==> config.mk <==
export PLATFORM = sky130hd
export DESIGN_NAME = serial_uart_rx_monitor
export DESIGN_NICKNAME = d
export VERILOG_FILES = /design/src/rtl/serial_uart_rx_monitor.sv
export SDC_FILE = /design/constraint.sdc
export NUM_CORES = 1
export LEC_CHECK = 0
export ABC_AREA = 0
export CORE_UTILIZATION = 55
export DETAILED_ROUTE_END_ITERATION = 8
export GPL_TIMING_DRIVEN = 0
export PLACE_DENSITY = 0.76
export SYNTH_ARGS = -nofsm -noshare
export SYNTH_HDL_FRONTEND = slang
export SYNTH_SLANG_ARGS = --single-unit
==> constraint.sdc <==
create_clock -name clk50 -period 2.6 [get_ports clk50]
set_input_delay 0.39 -clock clk50 [delete_from_list [all_inputs] [get_ports clk50]]
set_output_delay 0.39 -clock clk50 [all_outputs]
set_load 0.1 [all_outputs]
==> src/rtl/serial_uart_rx_monitor.sv <==
// serial_uart_rx_monitor: 8N1 UART receiver (LSB first, idle-high line)
// feeding a small byte FIFO with a valid/ready read port.
//
// Ports:
//   clk50          sole clock
//   reset_n        asynchronous active-low reset
//   serial_in      asynchronous UART line
//   m_data         FIFO head byte (registered)
//   m_valid        m_data holds an unread byte (registered)
//   m_ready        consumer accepts the head byte this cycle
//   fifo_count     number of bytes stored (registered)
//   frame_err      one-cycle pulse after a bad stop bit
//   overflow       sticky: a received byte was dropped on a full FIFO
//   clear_overflow synchronous clear of overflow (a new overflow wins)
module serial_uart_rx_monitor #(
  parameter int unsigned CLK_HZ     = 50_000_000,
  parameter int unsigned BAUD       = 115200,
  parameter int unsigned FIFO_DEPTH = 8
) (
  input  logic                          clk50,
  input  logic                          reset_n,
  input  logic                          serial_in,
  output logic [7:0]                    m_data,
  output logic                          m_valid,
  input  logic                          m_ready,
  output logic [$clog2(FIFO_DEPTH):0]   fifo_count,
  output logic                          frame_err,
  output logic                          overflow,
  input  logic                          clear_overflow
);

  localparam int unsigned CLKS_PER_BIT = (CLK_HZ + BAUD / 2) / BAUD;
  localparam int unsigned HALF         = CLKS_PER_BIT / 2;
  localparam int unsigned CNT_W        = $clog2(CLKS_PER_BIT + 1);
  localparam int unsigned AW           = $clog2(FIFO_DEPTH);
  localparam int unsigned PW           = AW + 1;

  typedef enum logic [2:0] {
    S_IDLE, S_START, S_DATA, S_STOP, S_WAIT_HIGH
  } state_e;

  logic             sync1_q, sync2_q;
  logic             rx_s;
  state_e           state_q, state_d;
  logic [CNT_W-1:0] cnt_q, cnt_d;
  logic [2:0]       bit_idx_q, bit_idx_d;
  logic [7:0]       shreg_q, shreg_d;
  logic             push_q, push_d;
  logic             frame_err_q, frame_err_d;

  logic [7:0]       mem_q [FIFO_DEPTH];
  logic [PW-1:0]    wptr_q, wptr_d, rptr_q, rptr_d;
  logic [PW-1:0]    count_q, count_d;
  logic [7:0]       m_data_q, m_data_d;
  logic             m_valid_q, m_valid_d;
  logic             overflow_q, overflow_d;
  logic             pop, full, wr_en;
  logic [AW-1:0]    waddr, raddr_next;
  logic [7:0]       head_next;

  assign rx_s = sync2_q;

  // Receive FSM: start validation at mid start bit, then one sample per bit period.
  always_comb begin
    state_d     = state_q;
    cnt_d       = cnt_q;
    bit_idx_d   = bit_idx_q;
    shreg_d     = shreg_q;
    push_d      = 1'b0;
    frame_err_d = 1'b0;
    case (state_q)
      S_IDLE: begin
        if (!rx_s) begin
          state_d = S_START;
          cnt_d   = '0;
        end
      end
      S_START: begin
        if (cnt_q == CNT_W'(HALF - 1)) begin
          if (rx_s) begin
            state_d = S_IDLE;
          end else begin
            state_d   = S_DATA;
            cnt_d     = '0;
            bit_idx_d = '0;
          end
        end else begin
          cnt_d = cnt_q + 1'b1;
        end
      end
      S_DATA: begin
        if (cnt_q == CNT_W'(CLKS_PER_BIT - 1)) begin
          shreg_d[bit_idx_q] = rx_s;
          cnt_d              = '0;
          if (bit_idx_q == 3'd7) state_d = S_STOP;
          else                   bit_idx_d = bit_idx_q + 1'b1;
        end else begin
          cnt_d = cnt_q + 1'b1;
        end
      end
      S_STOP: begin
        if (cnt_q == CNT_W'(CLKS_PER_BIT - 1)) begin
          cnt_d = '0;
          if (rx_s) begin
            push_d  = 1'b1;
            state_d = S_IDLE;
          end else begin
            frame_err_d = 1'b1;
            state_d     = S_WAIT_HIGH;
          end
        end else begin
          cnt_d = cnt_q + 1'b1;
        end
      end
      // Hold off on a break so a stuck-low line is not decoded as 0x00 bytes.
      S_WAIT_HIGH: begin
        if (rx_s) state_d = S_IDLE;
      end
      default: state_d = S_IDLE;
    endcase
  end

  // FIFO next state; head byte is pre-computed so m_data/m_valid are registered.
  always_comb begin
    pop        = m_valid_q && m_ready;
    full       = (wptr_q[AW-1:0] == rptr_q[AW-1:0]) && (wptr_q[AW] != rptr_q[AW]);
    wr_en      = push_q && (!full || pop);
    waddr      = wptr_q[AW-1:0];
    wptr_d     = wptr_q + PW'(wr_en);
    rptr_d     = rptr_q + PW'(pop);
    count_d    = wptr_d - rptr_d;
    m_valid_d  = (wptr_d != rptr_d);
    raddr_next = rptr_d[AW-1:0];
    // The byte being written this cycle may itself become the new head.
    head_next  = (wr_en && (waddr == raddr_next)) ? shreg_q : mem_q[raddr_next];
    m_data_d   = m_valid_d ? head_next : m_data_q;
    overflow_d = overflow_q;
    if (clear_overflow)              overflow_d = 1'b0;
    if (push_q && full && !pop)      overflow_d = 1'b1;
  end

  // State and output registers.
  always_ff @(posedge clk50 or negedge reset_n) begin
    if (!reset_n) begin
      sync1_q     <= 1'b1;
      sync2_q     <= 1'b1;
      state_q     <= S_IDLE;
      cnt_q       <= '0;
      bit_idx_q   <= '0;
      shreg_q     <= '0;
      push_q      <= 1'b0;
      frame_err_q <= 1'b0;
      wptr_q      <= '0;
      rptr_q      <= '0;
      count_q     <= '0;
      m_data_q    <= '0;
      m_valid_q   <= 1'b0;
      overflow_q  <= 1'b0;
      for (int unsigned i = 0; i < FIFO_DEPTH; i++) mem_q[i] <= '0;
    end else begin
      sync1_q     <= serial_in;
      sync2_q     <= sync1_q;
      state_q     <= state_d;
      cnt_q       <= cnt_d;
      bit_idx_q   <= bit_idx_d;
      shreg_q     <= shreg_d;
      push_q      <= push_d;
      frame_err_q <= frame_err_d;
      wptr_q      <= wptr_d;
      rptr_q      <= rptr_d;
      count_q     <= count_d;
      m_data_q    <= m_data_d;
      m_valid_q   <= m_valid_d;
      overflow_q  <= overflow_d;
      if (wr_en) mem_q[waddr] <= shreg_q;
    end
  end

  assign m_data     = m_data_q;
  assign m_valid    = m_valid_q;
  assign fifo_count = count_q;
  assign frame_err  = frame_err_q;
  assign overflow   = overflow_q;

endmodule

==> metrics.txt <==
outcome=complete, but fails checks; failing checks=negative setup slack; Critical Path AT=3150 ps; Crit Reg-Reg Endpoint=m_data[4]; RD Place Congestion=0.8984; Slew Limit Fails=0; placed cell count=556; Vias=3383; most used cell, CP=mux2_4; Crit. End Element=flip-flop; EDFF count, synth=0; CP Class=flip-flop to flip-flop; final setup fails=8; Synth async-reset ratio=100.0%; first-pass GRT wire length=18.52 mm; Peak VDD IR=358.1 µV; critical path cell sequence=nand2_4 > inv_2 > ha_4 > ha_4 > buf_12 > buf_8 > mux4_2 > mux2_4 > mux2_4 > mux2_4; fin worst setup slack=-134.3 ps; WL final=11.21 mm; relative slew slack=34.86%; Buffers & Inverters on Critical Path=3; most frequent cells in the layout=dfrtp_1, mux2_2, mux2_4, clkdlybuf4s50_1; WHS Endpoint=sync1_q; critical path depth=10; GR Util All Layers=24.05%; total of max-cap violations=0; register area share after synthesis=50.24%; Post-Synthesis Net Count=421; layout cells sized above 1=39.96%; CP max FO=6; initial antenna violation count=0; worst r2r src=m_valid; delay-heaviest family, CP=multiplexers; DIE WIDTH=103.2 µm; Netlist cell types=57; Worst Min Path Start=serial_in; Worst EP required=3020 ps; io pins=20; RSZ-0062 raised after global routing=yes; crit start category=flip-flop; core area=9864 µm²; Root Driver=clkbuf_8; Core Rows=36; Post-DP HPWL=7.100 mm; CTS Sinks=113; largest net degree at the start of global routing=73; max incr delay on CP=520 ps; Worst path slowest cell=mux4_2; TritonCTS clock tree=yes; clock skew=6.867 ps; vias in the first global route=3587; Mapped Area=5633 µm²; fmax=365.7 MHz; placed cell area=6175 µm²; Port Buf Inserts=19; FF-to-FF path depth=10; drt drc=0; Clock transition at path regs=60 ps; PD cells=609.4 nW/µm²; worst-skew pair later-pin latency=540 ps; mean number of vias per cell=5.629; Final min period=2734 ps; post-synthesis register bit count=113; ys flop type=dfrtp_1; Finished Cell Area=6948 µm²; WL per Instance=18.66 µm; n_diodes=0; Worst Hold Class=input pin to flip-flop; nets@finish=473; post-layout instance count excluding filler cells=601; Antenna Nets Post-Route=0; Die Ht=103.2 µm; post-synthesis cell count=403; CTS Buf Count=17; DR pass1 iterations=4; initial DRC count=174; Final period util=105.2%; syn avg cell area=13.98 µm²; hold path cells=1; worst-case clock buffer depth=2; final hold viol count=0; Worst Tran Pin Value=974.1 ps; YS warnings=0; maximum level of the CTS H-tree=4; Initial Util=57.10%; Static Leak=3.283 nW; Die Footprint=10650 µm²; most common cell after layout, fill and taps aside=dfrtp_1; Layout area overhead=23.35%; grt ovf=0; FF-to-FF setup slack=-130 ps
cell families (layout without fill, tap and decap cells):
group | count (synthesis) | count (layout) | synth area share, %
compound gates | 37 | 37 | 4.465
xor+xnor | 16 | 16 | 2.888
fa+ha+maj | 13 | 13 | 3.021
buf+inv | 39 | 104 | 3.843
flops | 113 | 113 | 50.24
mux | 112 | 112 | 27.23
simple gates | 73 | 73 | 8.307
cells in the mapped netlist (2+ instances only):
cell        n  area, µm²
a22o_1      2      17.52
buf_1       8      30.03
o31ai_1     3      22.52
nor3b_1     2      15.01
inv_1      15      56.30
or3b_1      2      17.52
dfrtp_1   111       2778
clkbuf_1    4      15.01
or3_1       2      12.51
mux4_1      8      210.2
a31oi_1     2      12.51
mux2_4     17      255.2
nand4_1     2      12.51
mux2_2     69      777.0
mux2_1      9      101.4
or4b_4      2      27.53
buf_6       6      67.56
dfstp_2     2      52.55
nand3_1    12      60.06
nor2_1     11      41.29
o21ai_0    10      50.05
and3_1      3      18.77
nor2b_1     2      12.51
nand3b_1    3      22.52
a21o_1      2      15.01
nor3_1      3      15.01
mux4_2      8      180.2
o21bai_1    2      15.01
nor4_4      2      42.54
nand2_1    15      56.30
ha_1       12      150.1
buf_2       4      20.02
nor3_2      3      30.03
xnor2_1     8      70.07
a21oi_1    10      50.05
xor2_1      6      52.55
report_power, final:
group	switching, W	leakage, nW	total, W	internal, W
Clock	0.000797	0.303	0.00242	0.00162
Sequential	0.000000833	1.56	0.00176	0.00176
Combinational	0.0000395	1.42	0.0000509	0.0000114
Total	0.000838	3.28	0.00423	0.00340
cell type report:
type	count	area, µm²
Clock buffer	21	459.2
Buffer	24	168.9
Tap cell	133	166.4
Multi-Input combinational cell	251	2748
Fill cell	618	2917
Sequential cell	113	2834
Timing Repair Buffer	33	355.3
Clock inverter	11	160.2
Inverter	15	56.30
per-layer routing:
layer  GRT usage [%]  vias to the layer above  wire length [µm]
met5               0                        -                 0
met4           8.559                        0               200
met3           7.863                       18               325
met2           38.62                       65              5520
met1           30.81                     1740              5167
li1                -                     1560                 -
stage by stage:
stage	total power [W]	setup TNS, ps	hold WS, ps	setup slack, ps	util (%)
after global routing	0.004355	-1357	233.6	-193.8	70.43
after CTS	0.004261	-836.1	243.3	-135.7	70.05
final	0.004234	-865.4	257.0	-134.3	70.43
after detailed placement	0.001847	-8519	350.8	-950.2	62.60
after floorplan	0.001799	-1562	94.41	-195.3	-
after global placement	0.001841	-348620	350.3	-3782	62.34
flip-flops by register name, summed over array words and instances, names as in the netlist:
signal,flops
cnt_q,9
rptr_q,4
sync1_q,1
shreg_q,8
state_q,3
m_data,8
wptr_q,4
m_valid,1
overflow,1
frame_err,1
bit_idx_q,3
fifo_count,4
push_q,1
mem_q,64
rx_s,1
what timing repair did:
action,in CTS,in global routing
endpoints found under the setup margin,10,9
resized for setup,15,3
hold buffers,1,0
pin swaps,3,2
setup buffers,9,2
endpoints found under the hold margin,39,0
gates cloned,1,0
worst reg2reg max path, cell delays in order (launching register included):
cell,delay (ps)
dfrtp_4,480
nand2_4,70
inv_2,40
ha_4,170
ha_4,280
buf_12,130
buf_8,120
mux4_2,520
mux2_4,290
mux2_4,250
mux2_4,250
how the worst max path moves through the flow:
stage / start / endpoint / slack (ps)
final: m_valid / m_data[4] / -130
after global routing: m_valid / m_data[4] / -190
after CTS: m_valid / m_data[4] / -140
after detailed placement: m_ready / m_data[7] / -950
after global placement: reset_n / m_valid / -3780
after floorplan: m_valid / m_data[0] / -200
Power figures use the tool's default switching activity.
==> edit 1, RTL diff (config.mk and constraints unchanged) <==
Put one more register stage on the output `frame_err`, with the module's reset. The value now appears one clock later. The other outputs are not delayed to match. Comments in the files are not updated.
--- a/src/rtl/serial_uart_rx_monitor.sv
+++ b/src/rtl/serial_uart_rx_monitor.sv
@@ -179,7 +179,13 @@
   assign m_data     = m_data_q;
   assign m_valid    = m_valid_q;
   assign fifo_count = count_q;
-  assign frame_err  = frame_err_q;
+  always_ff @(posedge clk50 or negedge reset_n) begin
+    if (!reset_n) begin
+      frame_err <= '0;
+    end else begin
+      frame_err <= frame_err_q;
+    end
+  end
   assign overflow   = overflow_q;
 
 endmodule
Behaviour: same outputs for any inputs over 10 cycles, from zero or initial values and one cycle with reset_n low; that may be too few to reach the edited logic, so the function may still have changed.
==> edit 1 against the unedited design <==
  * The flow still finishes with violations (negative setup slack)
  * Power fell by 5.0%
  * Setup slack got worse by 0.063 ns
  * Sequential cell count rose by 1
  * Wire length rose by 5.5%
  * Critical path type unchanged
  * Worst hold slack improved by 0.027 ns
  * Synthesized area fell by 1.0%
  * Final area fell by 2.7%
==> edit 1: results (changes against the unedited design) <==
<table>
<tr><th>Metric</th><th>Value</th></tr>
<tr><th colspan="2">Synth</th></tr>
<tr><td>List of most frequent post-synthesis cells</td><td>dfrtp_1, mux2_2, nor2_1</td></tr>
<tr><td>Post-synth net total</td><td>429 (+1.9%)</td></tr>
<tr><td>Synth unique cells</td><td>49 (-14%)</td></tr>
<tr><th colspan="2">Pwr</th></tr>
<tr><td>Sw Pwr</td><td>905 uW (+8.0%)</td></tr>
<tr><td>Highest ir drop seen on vdd</td><td>0.000440 V (+23%)</td></tr>
<tr><th colspan="2">Final layout</th></tr>
<tr><td>Finished Core Util</td><td>68.9% (-1.6 points)</td></tr>
<tr><td>Fraction of final layout cells sized beyond drive strength 1</td><td>38.0% (-1.9 points)</td></tr>
<tr><th colspan="2">Route</th></tr>
<tr><td>Routed via count divided by cell count</td><td>5.77 (+2.4%)</td></tr>
<tr><td>Via Count</td><td>3511 (+3.8%)</td></tr>
<tr><td>DRC marker count from the first detailed-route iteration</td><td>193 (+11%)</td></tr>
<tr><th colspan="2">Status</th></tr>
<tr><td>Outcome</td><td>finished with violations</td></tr>
<tr><td>Failing checks</td><td>negative setup slack</td></tr>
<tr><th colspan="2">Global routing</th></tr>
<tr><td>First-pass GRT wire length</td><td>18.7 mm (+1.0%)</td></tr>
<tr><td>Pin count of the biggest net entering global routing</td><td>76 (+4.1%)</td></tr>
<tr><td>Tot GR Track Use</td><td>24.7% (+0.69 points)</td></tr>
<tr><th colspan="2">Placement</th></tr>
<tr><td>Post-DP HPWL</td><td>6.92 mm (-2.6%)</td></tr>
<tr><td>Placed cell count</td><td>564 (+1.4%)</td></tr>
<tr><th colspan="2">Clock tree</th></tr>
<tr><td>Clock Latency Late Sink</td><td>0.52 ns (-0.02 ns)</td></tr>
<tr><th colspan="2">STA</th></tr>
<tr><td>Hold slack</td><td>0.284 ns (+0.0268 ns)</td></tr>
<tr><td>Count of final setup violators</td><td>8 (unchanged)</td></tr>
<tr><td>Post-layout worst setup margin</td><td>-0.197 ns (-0.0627 ns)</td></tr>
<tr><td>Worst Skew</td><td>0.0107 ns (+0.00386 ns)</td></tr>
<tr><th colspan="2">Setup path</th></tr>
<tr><td>Start point of the critical path</td><td>rptr_q[2]$_DFF_PN0_</td></tr>
<tr><td>Largest stage delay on the critical path</td><td>0.56 ns (+0.04 ns)</td></tr>
<tr><td>Cell with the biggest individual delay on the critical path</td><td>or4_4</td></tr>
<tr><td>Crit path required time</td><td>2.99 ns (-0.03 ns)</td></tr>
</table>
-- edit 1: cell count changes in the layout (fill, tap and decap cells not counted), moves of 5 or more --
cell,change
a31oi_1,+7
buf_1,-6
clkbuf_1,+7
mux2_1,-9
mux2_2,+43
mux2_4,-32
mux4_1,+14
mux4_2,-14
nor2_1,+6
nor3_1,+5
-- edit 1: final cells by class --
cell class / count / share of cell area [%]
clock buffer: 19 / 6.53
sequential: 114 / 42.3
timing repair buffer: 33 / 4.77
multi-input combinational: 259 / 39.2
buffer: 23 / 2.02
inverter: 15 / 0.833
tap: 133 / 2.46
clock inverter: 13 / 1.87
-- edit 1: power by group through the flow --
stage	Clock (uW)	Sequential (uW)	Combinational [uW]
floorplan	0	1810	3.37
finish	2190	1780	49.4
detailed placement	0	1810	50.5
global placement	0	1810	44.7
CTS	2220	1780	51.9
global route	2310	1780	58.3
-- edit 1: metal layers --
| layer | global-route usage (%) | routed length [um] |
|---|---|---|
| met3 | 7.05 | 591 |
| met5 | 0 | 0 |
| met1 | 31.7 | 5100 |
| met2 | 40.1 | 5980 |
| met4 | 9.67 | 159 |
-- edit 1: repair_timing --
| item | CTS | global route |
|---|---|---|
| pin swaps | 6 | 7 |
| gates cloned | 0 | 0 |
| endpoints found under the hold margin | 37 | 0 |
| buffers inserted | 7 | 5 |
| gates resized for setup | 20 | 8 |
| setup endpoints to repair | 12 | 12 |
| hold buffers | 1 | 0 |
-- edit 1: cells by family after synthesis --
kind of cell	Yosys count	share of synthesized area, %
muxes	117	27.8
buffers and inverters	38	3.10
DFF	114	51.2
xor gates and xnor gates	15	2.36
AOI/OAI and AO/OA	36	4.51
adders and majority gates	13	3.05
and+or+nand+nor	78	7.99
==> edit 2, RTL diff (config.mk and constraints unchanged) <==
Without the edit above. `CLK_HZ`: 50_000_000 -> 25_000_000.
--- a/src/rtl/serial_uart_rx_monitor.sv
+++ b/src/rtl/serial_uart_rx_monitor.sv
@@ -13,7 +13,7 @@
 //   overflow       sticky: a received byte was dropped on a full FIFO
 //   clear_overflow synchronous clear of overflow (a new overflow wins)
 module serial_uart_rx_monitor #(
-  parameter int unsigned CLK_HZ     = 50_000_000,
+  parameter int unsigned CLK_HZ     = 25_000_000,
   parameter int unsigned BAUD       = 115200,
   parameter int unsigned FIFO_DEPTH = 8
 ) (
Check against the original RTL: no difference found for any inputs over 10 cycles, from zero or initial values and one cycle with reset_n low; that may be too few to reach the edited logic, so the function may still have changed.
==> edit 2 against the unedited design <==
  * Synthesized cell count is 1.5% lower
  * Power down 29%
  * Final area decreased by 5.5%
  * Count of clock-buffer cells in the layout decreased by 11
  * Setup slack improved by 0.11 ns
  * The flow finishes with violations (negative hold slack, negative setup slack)
  * Highest routed layer unchanged
  * Sequential cell count shrank 1
  * Synthesized area shrank 3.0%
  * Utilization is 2.6 points lower
  * Wire length is 0.79% lower
==> edit 2: results (changes against the unedited design) <==
<table>
<tr><th>Metric</th><th>Value</th></tr>
<tr><th colspan="2">STA</th></tr>
<tr><td>Post-layout worst setup margin</td><td>-0.0258 ns (+0.108 ns)</td></tr>
<tr><td>Total count of hold-check failures in the final report</td><td>5 (+5)</td></tr>
<tr><td>Count of final setup violators</td><td>5 (-3)</td></tr>
<tr><td>Time the final worst path needs with I/O delays and setup</td><td>2.63 ns (-0.108 ns)</td></tr>
<tr><td>Hold slack</td><td>-0.000461 ns (-0.257 ns)</td></tr>
<tr><td>Max_slew headroom</td><td>35.2% (+0.37 points)</td></tr>
<tr><th colspan="2">Global routing</th></tr>
<tr><td>Via count of the first global-routing pass</td><td>3407 (-5.0%)</td></tr>
<tr><td>GRT met2 Usage</td><td>36.1% (-2.5 points)</td></tr>
<tr><td>Tot GR Track Use</td><td>22.7% (-1.4 points)</td></tr>
<tr><th colspan="2">Placement</th></tr>
<tr><td>Placed cell count</td><td>550 (-1.1%)</td></tr>
<tr><td>Final GP Congestion</td><td>0.875 (-2.6%)</td></tr>
<tr><td>Post-DP HPWL</td><td>6.97 mm (-1.8%)</td></tr>
<tr><th colspan="2">Route</th></tr>
<tr><td>Final routed wirelength across all metal layers</td><td>11.1 mm (-0.79%)</td></tr>
<tr><td>Post-route met1 wirelength</td><td>5.21 mm (+0.81%)</td></tr>
<tr><td>Mean routed wirelength per cell</td><td>18.9 um (+1.1%)</td></tr>
<tr><td>Routed via count divided by cell count</td><td>5.70 (+1.3%)</td></tr>
<tr><th colspan="2">Final layout</th></tr>
<tr><td>Fill cell count</td><td>685 (+11%)</td></tr>
<tr><td>Fraction of final layout cells sized beyond drive strength 1</td><td>42.0% (+2.1 points)</td></tr>
<tr><th colspan="2">Pwr</th></tr>
<tr><td>Sw Pwr</td><td>666 uW (-20%)</td></tr>
<tr><td>Reported leakage power</td><td>0.00314 uW (-4.4%)</td></tr>
<tr><td>Highest ir drop seen on vdd</td><td>0.000271 V (-24%)</td></tr>
<tr><th colspan="2">Synth</th></tr>
<tr><td>Synth area leaders</td><td>dfrtp_1, mux2_2, mux4_2, mux4_1, ha_1</td></tr>
<tr><td>Synth unique cells</td><td>53 (-7.0%)</td></tr>
<tr><th colspan="2">Setup path</th></tr>
<tr><td>Number of cells on the worst reg-to-reg path</td><td>11 (+1)</td></tr>
<tr><th colspan="2">Status</th></tr>
<tr><td>Failing checks</td><td>negative hold slack, negative setup slack</td></tr>
<tr><td>Outcome</td><td>finished with violations</td></tr>
<tr><th colspan="2">Clock tree</th></tr>
<tr><td>H-tree lvl count</td><td>3 (-1)</td></tr>
<tr><td>Clock transition time at the flip-flop clock pins of the worst setup and hold paths</td><td>0.11 ns (+0.05 ns)</td></tr>
<tr><th colspan="2">Die</th></tr>
<tr><td>DIE WIDTH</td><td>102 um (-1.5%)</td></tr>
</table>
## edit 2: cell types whose count changed after synthesis, moves of 4 or more
cell      unedited run  this run
mux2_2              69        95
buf_6                6         2
clkbuf_1             4        11
nor2_1              11        15
mux2_4              17         1
mux2_1               9         2
## edit 2: area by class of cell
type                    instances  share of cell area [%]
clock inverters                 6                    1.49
clock buffers                  10                    2.10
inverters                      14                   0.838
well taps                     133                    2.53
repair buffers                 45                    6.84
flip-flops and latches        112                    42.8
plain buffers                  21                    2.38
multi-input cells             249                    41.0
## edit 2: how the worst min path moves through the flow
| stage | start | endpoint | slack (ns) | cells after the start |
|---|---|---|---|---|
| 6_report | reset_n | fifo_count[1]$_DFF_PN0_ | -0.0005 | 1 |
| 5_1_grt | reset_n | fifo_count[0]$_DFF_PN0_ | 0.04 | 1 |
| 4_1_cts | reset_n | cnt_q[5]$_DFFE_PN0P_ | 0.01 | 1 |
| 3_5_place_dp | sync1_q$_DFF_PN1_ | rx_s$_DFF_PN1_ | 0.35 | 0 |
| 3_3_place_gp | sync1_q$_DFF_PN1_ | rx_s$_DFF_PN1_ | 0.35 | 0 |
| 2_1_floorplan | reset_n | bit_idx_q[0]$_DFFE_PN0P_ | 0.09 | 0 |
## edit 2: logic make-up (layout without fill, tap and decap cells)
group           Yosys count  count (layout)  share of synthesized area [%]
mux                     115             115                           27.5
flops                   112             112                           51.3
simple gates             74              74                           8.20
buf+inv                  36              96                           3.16
compound gates           33              33                           4.08
xor+xnor                 15              15                           2.82
fa+ha+maj                12              12                           2.89
## edit 2: power groups by stage
stage	combinational (uW)	sequential, uW	clock (uW)
2_1_floorplan	3.95	1780	0
6_report	49.6	1740	1210
3_3_place_gp	46.4	1780	0
4_1_cts	51.7	1740	1230
5_1_grt	57.7	1750	1300
3_5_place_dp	51.7	1780	0
## edit 2: critical path, cell delays in order (launching register included)
cell and delay (ns):
dfrtp_1 0.48, xnor2_2 0.24, nand3_2 0.13, o21ai_4 0.20, inv_4 0.08, ha_4 0.18
nand2_4 0.07, xnor2_2 0.09, ha_1 0.30, nand4_1 0.23, buf_6 0.23, mux2_4 0.30
## edit 2: stage by stage
step	setup slack [ns]	total power (uW)	util (%)	setup TNS, ns	cell area [um2]
3_5_place_dp	-0.747	1830	61.2	-6.67	5930
3_3_place_gp	-3.82	1830	61.0	-347.37	5910
5_1_grt	-0.0805	3100	67.8	-0.438	6570
2_1_floorplan	-0.0536	1780	-	-0.424	5550
4_1_cts	0.00476	3020	65.2	0	6310
6_report	-0.0258	3010	67.8	-0.0660	6570
## edit 2: what timing repair did
action,4_1_cts,5_1_grt
gates resized for setup,11,32
hold buffers,0,0
setup endpoints to repair,9,8
gates cloned,2,1
endpoints found under the hold margin,0,0
pin swaps,6,8
buffers inserted,8,14
